## config.mk

```make
export PLATFORM = sky130hd
export DESIGN_NAME = mem_port_arbiter
export DESIGN_NICKNAME = d
export VERILOG_FILES = /design/src/rtl/mem_arb_pkg.sv /design/src/rtl/mem_arb_watchdog.sv /design/src/rtl/mem_port_arbiter.sv
export SDC_FILE = /design/constraint.sdc
export NUM_CORES = 1
export LEC_CHECK = 0
export CORE_UTILIZATION = 47
export CTS_BUF_LIST = sky130_fd_sc_hd__clkbuf_8
export DETAILED_ROUTE_END_ITERATION = 6
export PLACE_DENSITY_LB_ADDON = 0.2
export SYNTH_ARGS = -nofsm -noshare
export SYNTH_HDL_FRONTEND = slang
export SYNTH_HIERARCHICAL = 1
export SYNTH_SLANG_ARGS = --single-unit
```

## constraint.sdc

```tcl
create_clock -name clk_i -period 11 [get_ports clk_i]
set_input_delay 2.2 -clock clk_i [delete_from_list [all_inputs] [get_ports clk_i]]
set_output_delay 2.2 -clock clk_i [all_outputs]
set_load 0.05 [all_outputs]
```

## src/rtl/mem_arb_pkg.sv

```systemverilog
// Shared types and defaults for the unified memory port arbiter.
// Grant policy helper keeps the top-level decode short.
package mem_arb_pkg;

  typedef enum logic [1:0] {
    IDLE   = 2'd0,
    ACCESS = 2'd1,
    RESP   = 2'd2
  } state_t;

  typedef enum logic {
    GNT_IF = 1'b0,
    GNT_DM = 1'b1
  } gnt_t;

  localparam int unsigned DEF_ADDR_W        = 32;
  localparam int unsigned DEF_DATA_W        = 32;
  localparam int unsigned DEF_MAX_DM_STREAK = 4;
  localparam int unsigned DEF_TIMEOUT       = 64;

  // DM wins unless IF has waited through a full DM streak
  function automatic logic dm_wins(
    input logic if_req,
    input logic dm_req,
    input logic at_max
  );
    return dm_req & ~(if_req & at_max);
  endfunction

endpackage

```

## src/rtl/mem_arb_watchdog.sv

```systemverilog
// Access watchdog: counts cycles spent in ACCESS and flags expiry
// once TIMEOUT-1 is reached; saturates there until cleared.
module mem_arb_watchdog
  import mem_arb_pkg::*;
#(
  parameter int unsigned TIMEOUT = DEF_TIMEOUT
) (
  input  logic clk_i,
  input  logic rst_i,
  input  logic clear,
  input  logic enable,
  output logic expired
);

  localparam int unsigned CW = $clog2(TIMEOUT + 1);

  logic [CW-1:0] cnt;

  assign expired = (cnt == CW'(TIMEOUT - 1));

  always_ff @(posedge clk_i or posedge rst_i) begin
    if (rst_i) begin
      cnt <= '0;
    end else if (clear) begin
      cnt <= '0;
    end else if (enable && !expired) begin
      cnt <= cnt + 1'b1;
    end
  end

endmodule

```

## src/rtl/mem_port_arbiter.sv

```systemverilog
// Serialises IF and DM accesses onto one single-port memory with
// DM priority, a bounded IF starvation guard and an access watchdog.
module mem_port_arbiter
  import mem_arb_pkg::*;
#(
  parameter int unsigned ADDR_W        = DEF_ADDR_W,
  parameter int unsigned DATA_W        = DEF_DATA_W,
  parameter int unsigned MAX_DM_STREAK = DEF_MAX_DM_STREAK,
  parameter int unsigned TIMEOUT       = DEF_TIMEOUT
) (
  input  logic              clk_i,
  input  logic              rst_i,
  input  logic              if_req_i,
  input  logic [ADDR_W-1:0] if_addr_i,
  output logic              if_ack_o,
  output logic [DATA_W-1:0] if_rdata_o,
  input  logic              dm_req_i,
  input  logic              dm_we_i,
  input  logic [ADDR_W-1:0] dm_addr_i,
  input  logic [DATA_W-1:0] dm_wdata_i,
  output logic              dm_ack_o,
  output logic [DATA_W-1:0] dm_rdata_o,
  output logic              err_o,
  output logic              stall_o,
  output logic              mem_en_o,
  output logic              mem_we_o,
  output logic [ADDR_W-1:0] mem_addr_o,
  output logic [DATA_W-1:0] mem_wdata_o,
  input  logic [DATA_W-1:0] mem_rdata_i,
  input  logic              mem_ack_i
);

  localparam int unsigned SW = $clog2(MAX_DM_STREAK + 1);

  state_t        state;
  gnt_t          owner;
  logic [SW-1:0] streak;
  logic          at_max;
  logic          pick_dm;
  logic          grant;
  logic          wd_expired;

  assign at_max  = (streak == SW'(MAX_DM_STREAK));
  assign pick_dm = dm_wins(if_req_i, dm_req_i, at_max);
  assign grant   = (state == IDLE) && (if_req_i || dm_req_i);
  assign stall_o = (if_req_i & ~if_ack_o) | (dm_req_i & ~dm_ack_o);

  mem_arb_watchdog #(
    .TIMEOUT (TIMEOUT)
  ) u_wdog (
    .clk_i   (clk_i),
    .rst_i   (rst_i),
    .clear   (grant),
    .enable  (state == ACCESS),
    .expired (wd_expired)
  );

  always_ff @(posedge clk_i or posedge rst_i) begin
    if (rst_i) begin
      state       <= IDLE;
      owner       <= GNT_IF;
      streak      <= '0;
      if_ack_o    <= 1'b0;
      dm_ack_o    <= 1'b0;
      err_o       <= 1'b0;
      if_rdata_o  <= '0;
      dm_rdata_o  <= '0;
      mem_en_o    <= 1'b0;
      mem_we_o    <= 1'b0;
      mem_addr_o  <= '0;
      mem_wdata_o <= '0;
    end else begin
      if_ack_o <= 1'b0;
      dm_ack_o <= 1'b0;
      err_o    <= 1'b0;
      unique case (state)
        IDLE: begin
          if (grant) begin
            mem_en_o <= 1'b1;
            state    <= ACCESS;
            if (pick_dm) begin
              owner       <= GNT_DM;
              mem_we_o    <= dm_we_i;
              mem_addr_o  <= dm_addr_i;
              mem_wdata_o <= dm_wdata_i;
              if (!if_req_i)   streak <= '0;
              else if (!at_max) streak <= streak + 1'b1;
            end else begin
              owner      <= GNT_IF;
              mem_we_o   <= 1'b0;
              mem_addr_o <= if_addr_i;
              streak     <= '0;
            end
          end
        end
        ACCESS: begin
          if (mem_ack_i) begin
            mem_en_o <= 1'b0;
            state    <= RESP;
            if (owner == GNT_IF) begin
              if_ack_o   <= 1'b1;
              if_rdata_o <= mem_rdata_i;
            end else begin
              dm_ack_o <= 1'b1;
              if (!mem_we_o) dm_rdata_o <= mem_rdata_i;
            end
          end else if (wd_expired) begin
            // abort: ack with error, read data regs untouched
            mem_en_o <= 1'b0;
            state    <= RESP;
            err_o    <= 1'b1;
            if_ack_o <= (owner == GNT_IF);
            dm_ack_o <= (owner == GNT_DM);
          end
        end
        RESP: begin
          state <= IDLE;
        end
        default: begin
          state <= IDLE;
        end
      endcase
    end
  end

endmodule

```

==> summary.txt <==
Clk buf depth -> 2
Internal reg-to-reg setup slack -> 8.30 ns
Pwr Density -> 360 nW/µm²
Starting Density -> 48.5%
Final setup fails -> 0
Global-route wire length before repair -> 26700 µm
Crit. End Element -> output port
Final WL -> 17400 µm
First-pass iteration count of the detailed router -> 5
Htree depth -> 4
CP Max Fanout -> 38
Nets -> 871
Setup CP Type -> input port to output port
Clock tree sinks -> 146
Vias/cell -> 5.48
Setup crit end -> stall_o
Fin crit share -> 56.8%
WP depth -> 5
WP data arrival -> 4.05 ns
Slew headroom -> 14.6%
Combinational share of power -> 58.4%
Least-Margin Pin Slew -> 1.28 ns
DR DRC count -> 0
Clk slew on worst S/H paths -> 0.08 ns
Origin of the critical flop-to-flop path -> streak[0]
Delay-heaviest family, CP -> buffers and inverters
Yosys warning count -> 6
Total GRT Usage -> 26.2%
Detailed Route Iter0 Violations -> 236
Fillers -> 928
Setup repair bufs after CTS -> 0
Sw frac -> 47.5%
Net switching power figure -> 1.60 mW
Peak VDD IR -> 198 µV
Largest net degree at the start of global routing -> 83
Die area -> 13600 µm²
Row Count -> 41
IO Port Bufs -> 267
RSZ-0062 raised after global routing -> no
P&R area growth vs syn -> 52.0%
Final Max Slew Viols -> 0
Wire length per cell -> 18.9 µm
Final Wtd Congestion -> 0.801
Vias post-DR -> 5037
Max_cap viols -> 0
Worst Path Required -> 8.80 ns
Hold-fix buffers, CTS -> 0
FF-to-FF End -> mem_addr_o[12]
Total power -> 3.37 mW
Post-DRT Antenna Nets -> 0
Buf+Inv Stages, Crit Path -> 4
Synthesized area per cell -> 12.8 µm²
Count of final hold-check violations -> 0
CTS tree -> built
Clock Power Share -> 13.9%
CTS root buffer -> clkbuf_8
Detailed placer's ending HPWL -> 12100 µm
Max Fclk -> 160 MHz
Die Span Y -> 117 µm
Initial antenna violation count -> 1
Outcome -> complete, no violations
Leading cell type in the layout, fill and taps excluded -> clkdlybuf4s50_1
Reg area -> 3650 µm²
Flops & latches, synth -> 146
WHS -> 0.498 ns
Cts bufs inserted -> 17
Worst hold path class -> flip-flop to flip-flop
Worst-Skew Late Latency -> 0.44 ns
R2R cell count -> 5
Area taken by multi-input logic gates -> 2300 µm²
Yosys cell types -> 42
Placeable core area -> 12700 µm²
Number of global-route vias before repair -> 5109
Most frequent cells in the layout -> 267 x clkdlybuf4s50_1, 146 x dfrtp_1, 96 x mux2_2
Flop pwr share -> 27.7%
CP max stage delay -> 0.82 ns
Worst path slowest cell -> clkdlybuf4s50_1
Synth area leaders -> dfrtp_1 59%, mux2_2 18%, o211ai_1 3.9%
Sum of negative setup slack -> 0 ns
Internal power -> 1.77 mW
Worst setup SP type -> input port
Setup Skew -> 0.00891 ns
Period minus WS final -> 6.25 ns
Share of cells above drive strength 1 -> 18.9%
Cts repair resizes -> 0
Io pins -> 268
Synthesized area -> 6170 µm²
Launch point of the worst path -> dm_req_i
CP cell instances -> clkdlybuf4s50_1 > buf_4 > inv_1 > o22ai_1 > clkdlybuf4s50_1
Gate Count Post-Synth -> 483
Die W -> 117 µm
Crit-path most repeated cell -> clkdlybuf4s50_1
Static Leak -> 3.80 nW
Synth top area share -> 59.2%
Mapped Nets -> 620
Synth area leader -> dfrtp_1
Post-synthesis sequential area ratio -> 59.2%
Global route overflow -> 0
-- state kept, by name (all words and copies together) (netlist names), 2 cells and up --
signal       count
u_wdog/cnt       7
mem_addr_o      32
mem_wdata_o     32
streak           3
dm_rdata_o      32
state            2
if_rdata_o      32
-- logic make-up (layout without fill, tap and decap cells) --
family	after synthesis	in the layout	share of synthesized area, %
AO/OA/AOI/OAI	83	83	8.60
multiplexers	99	99	18.0
other	0	1	0
adder cells (fa/ha/maj)	3	3	0.608
flip-flops	146	146	59.2
AND/OR/NAND/NOR	102	102	9.71
buffers and inverters	50	313	3.81
-- power groups by stage --
stage                     combinational (mW)  clock, mW  sequential, mW
after floorplan                        0.453          0            1.79
after global placement                  1.94          0           0.924
after detailed placement                1.98          0           0.944
after CTS                               1.98      0.480           0.936
after global routing                    2.06      0.503           0.968
final                                   1.97      0.469           0.933
-- cells in the mapped netlist --
cell,number
a21o_1,1
nor4_1,1
buf_6,3
a31oi_1,1
and2_1,2
nand3_1,35
o22ai_1,1
nand2_1,4
nand4_1,33
nor2b_1,2
nand3b_1,1
nor2_2,1
dfrtp_1,146
o21a_1,1
a41oi_1,1
nor3_1,1
or2_2,1
buf_2,11
and4bb_2,1
nand3_2,2
and4b_4,1
buf_1,1
nor3b_2,1
mux2_1,2
inv_1,11
mux2i_1,1
nor2_1,7
nor3b_1,2
o31a_1,1
or2_1,1
nand2b_1,5
mux2_2,96
a21oi_1,4
o31ai_1,2
a32o_1,1
ha_1,3
a41o_1,2
buf_4,3
and2b_2,1
o21ai_0,36
clkbuf_1,21
o211ai_1,32
-- routing by layer --
layer,GRT usage [%],routed length [µm]
met1,29.0,6390
met2,44.6,8900
met3,9.19,1420
met4,13.2,691
met5,0,0
-- cell type report --
| cell class | instances | share of cell area, % |
|---|---|---|
| diodes | 1 | 0.0267 |
| repair buffers | 271 | 28.8 |
| flip-flops and latches | 146 | 39.0 |
| clock buffers | 22 | 3.23 |
| clock inverters | 9 | 1.63 |
| inverters | 11 | 0.494 |
| well taps | 172 | 2.29 |
| multi-input cells | 287 | 24.5 |
-- per-stage QoR --
step | area [µm²] | util (%) | instances | worst slack, ns
after CTS | 9380 | 73.7 | 918 | 4.77
final | 9380 | 73.7 | 919 | 4.75
after detailed placement | 8920 | 70.1 | 887 | 4.78
after global routing | 9380 | 73.7 | 919 | 4.63
after global placement | 8920 | 70.1 | 887 | 4.77
after floorplan | 6170 | - | 483 | 5.08
-- worst min-delay path by stage --
stage / start / to / cells after the start
5_1_grt: mem_en_o / mem_en_o / 1
4_1_cts: mem_en_o / mem_en_o / 1
2_1_floorplan: owner / if_ack_o / 1
3_3_place_gp: mem_en_o / mem_en_o / 1
3_5_place_dp: mem_en_o / mem_en_o / 1
6_report: mem_en_o / mem_en_o / 1
No activity file was read; power rests on OpenSTA's default activity.
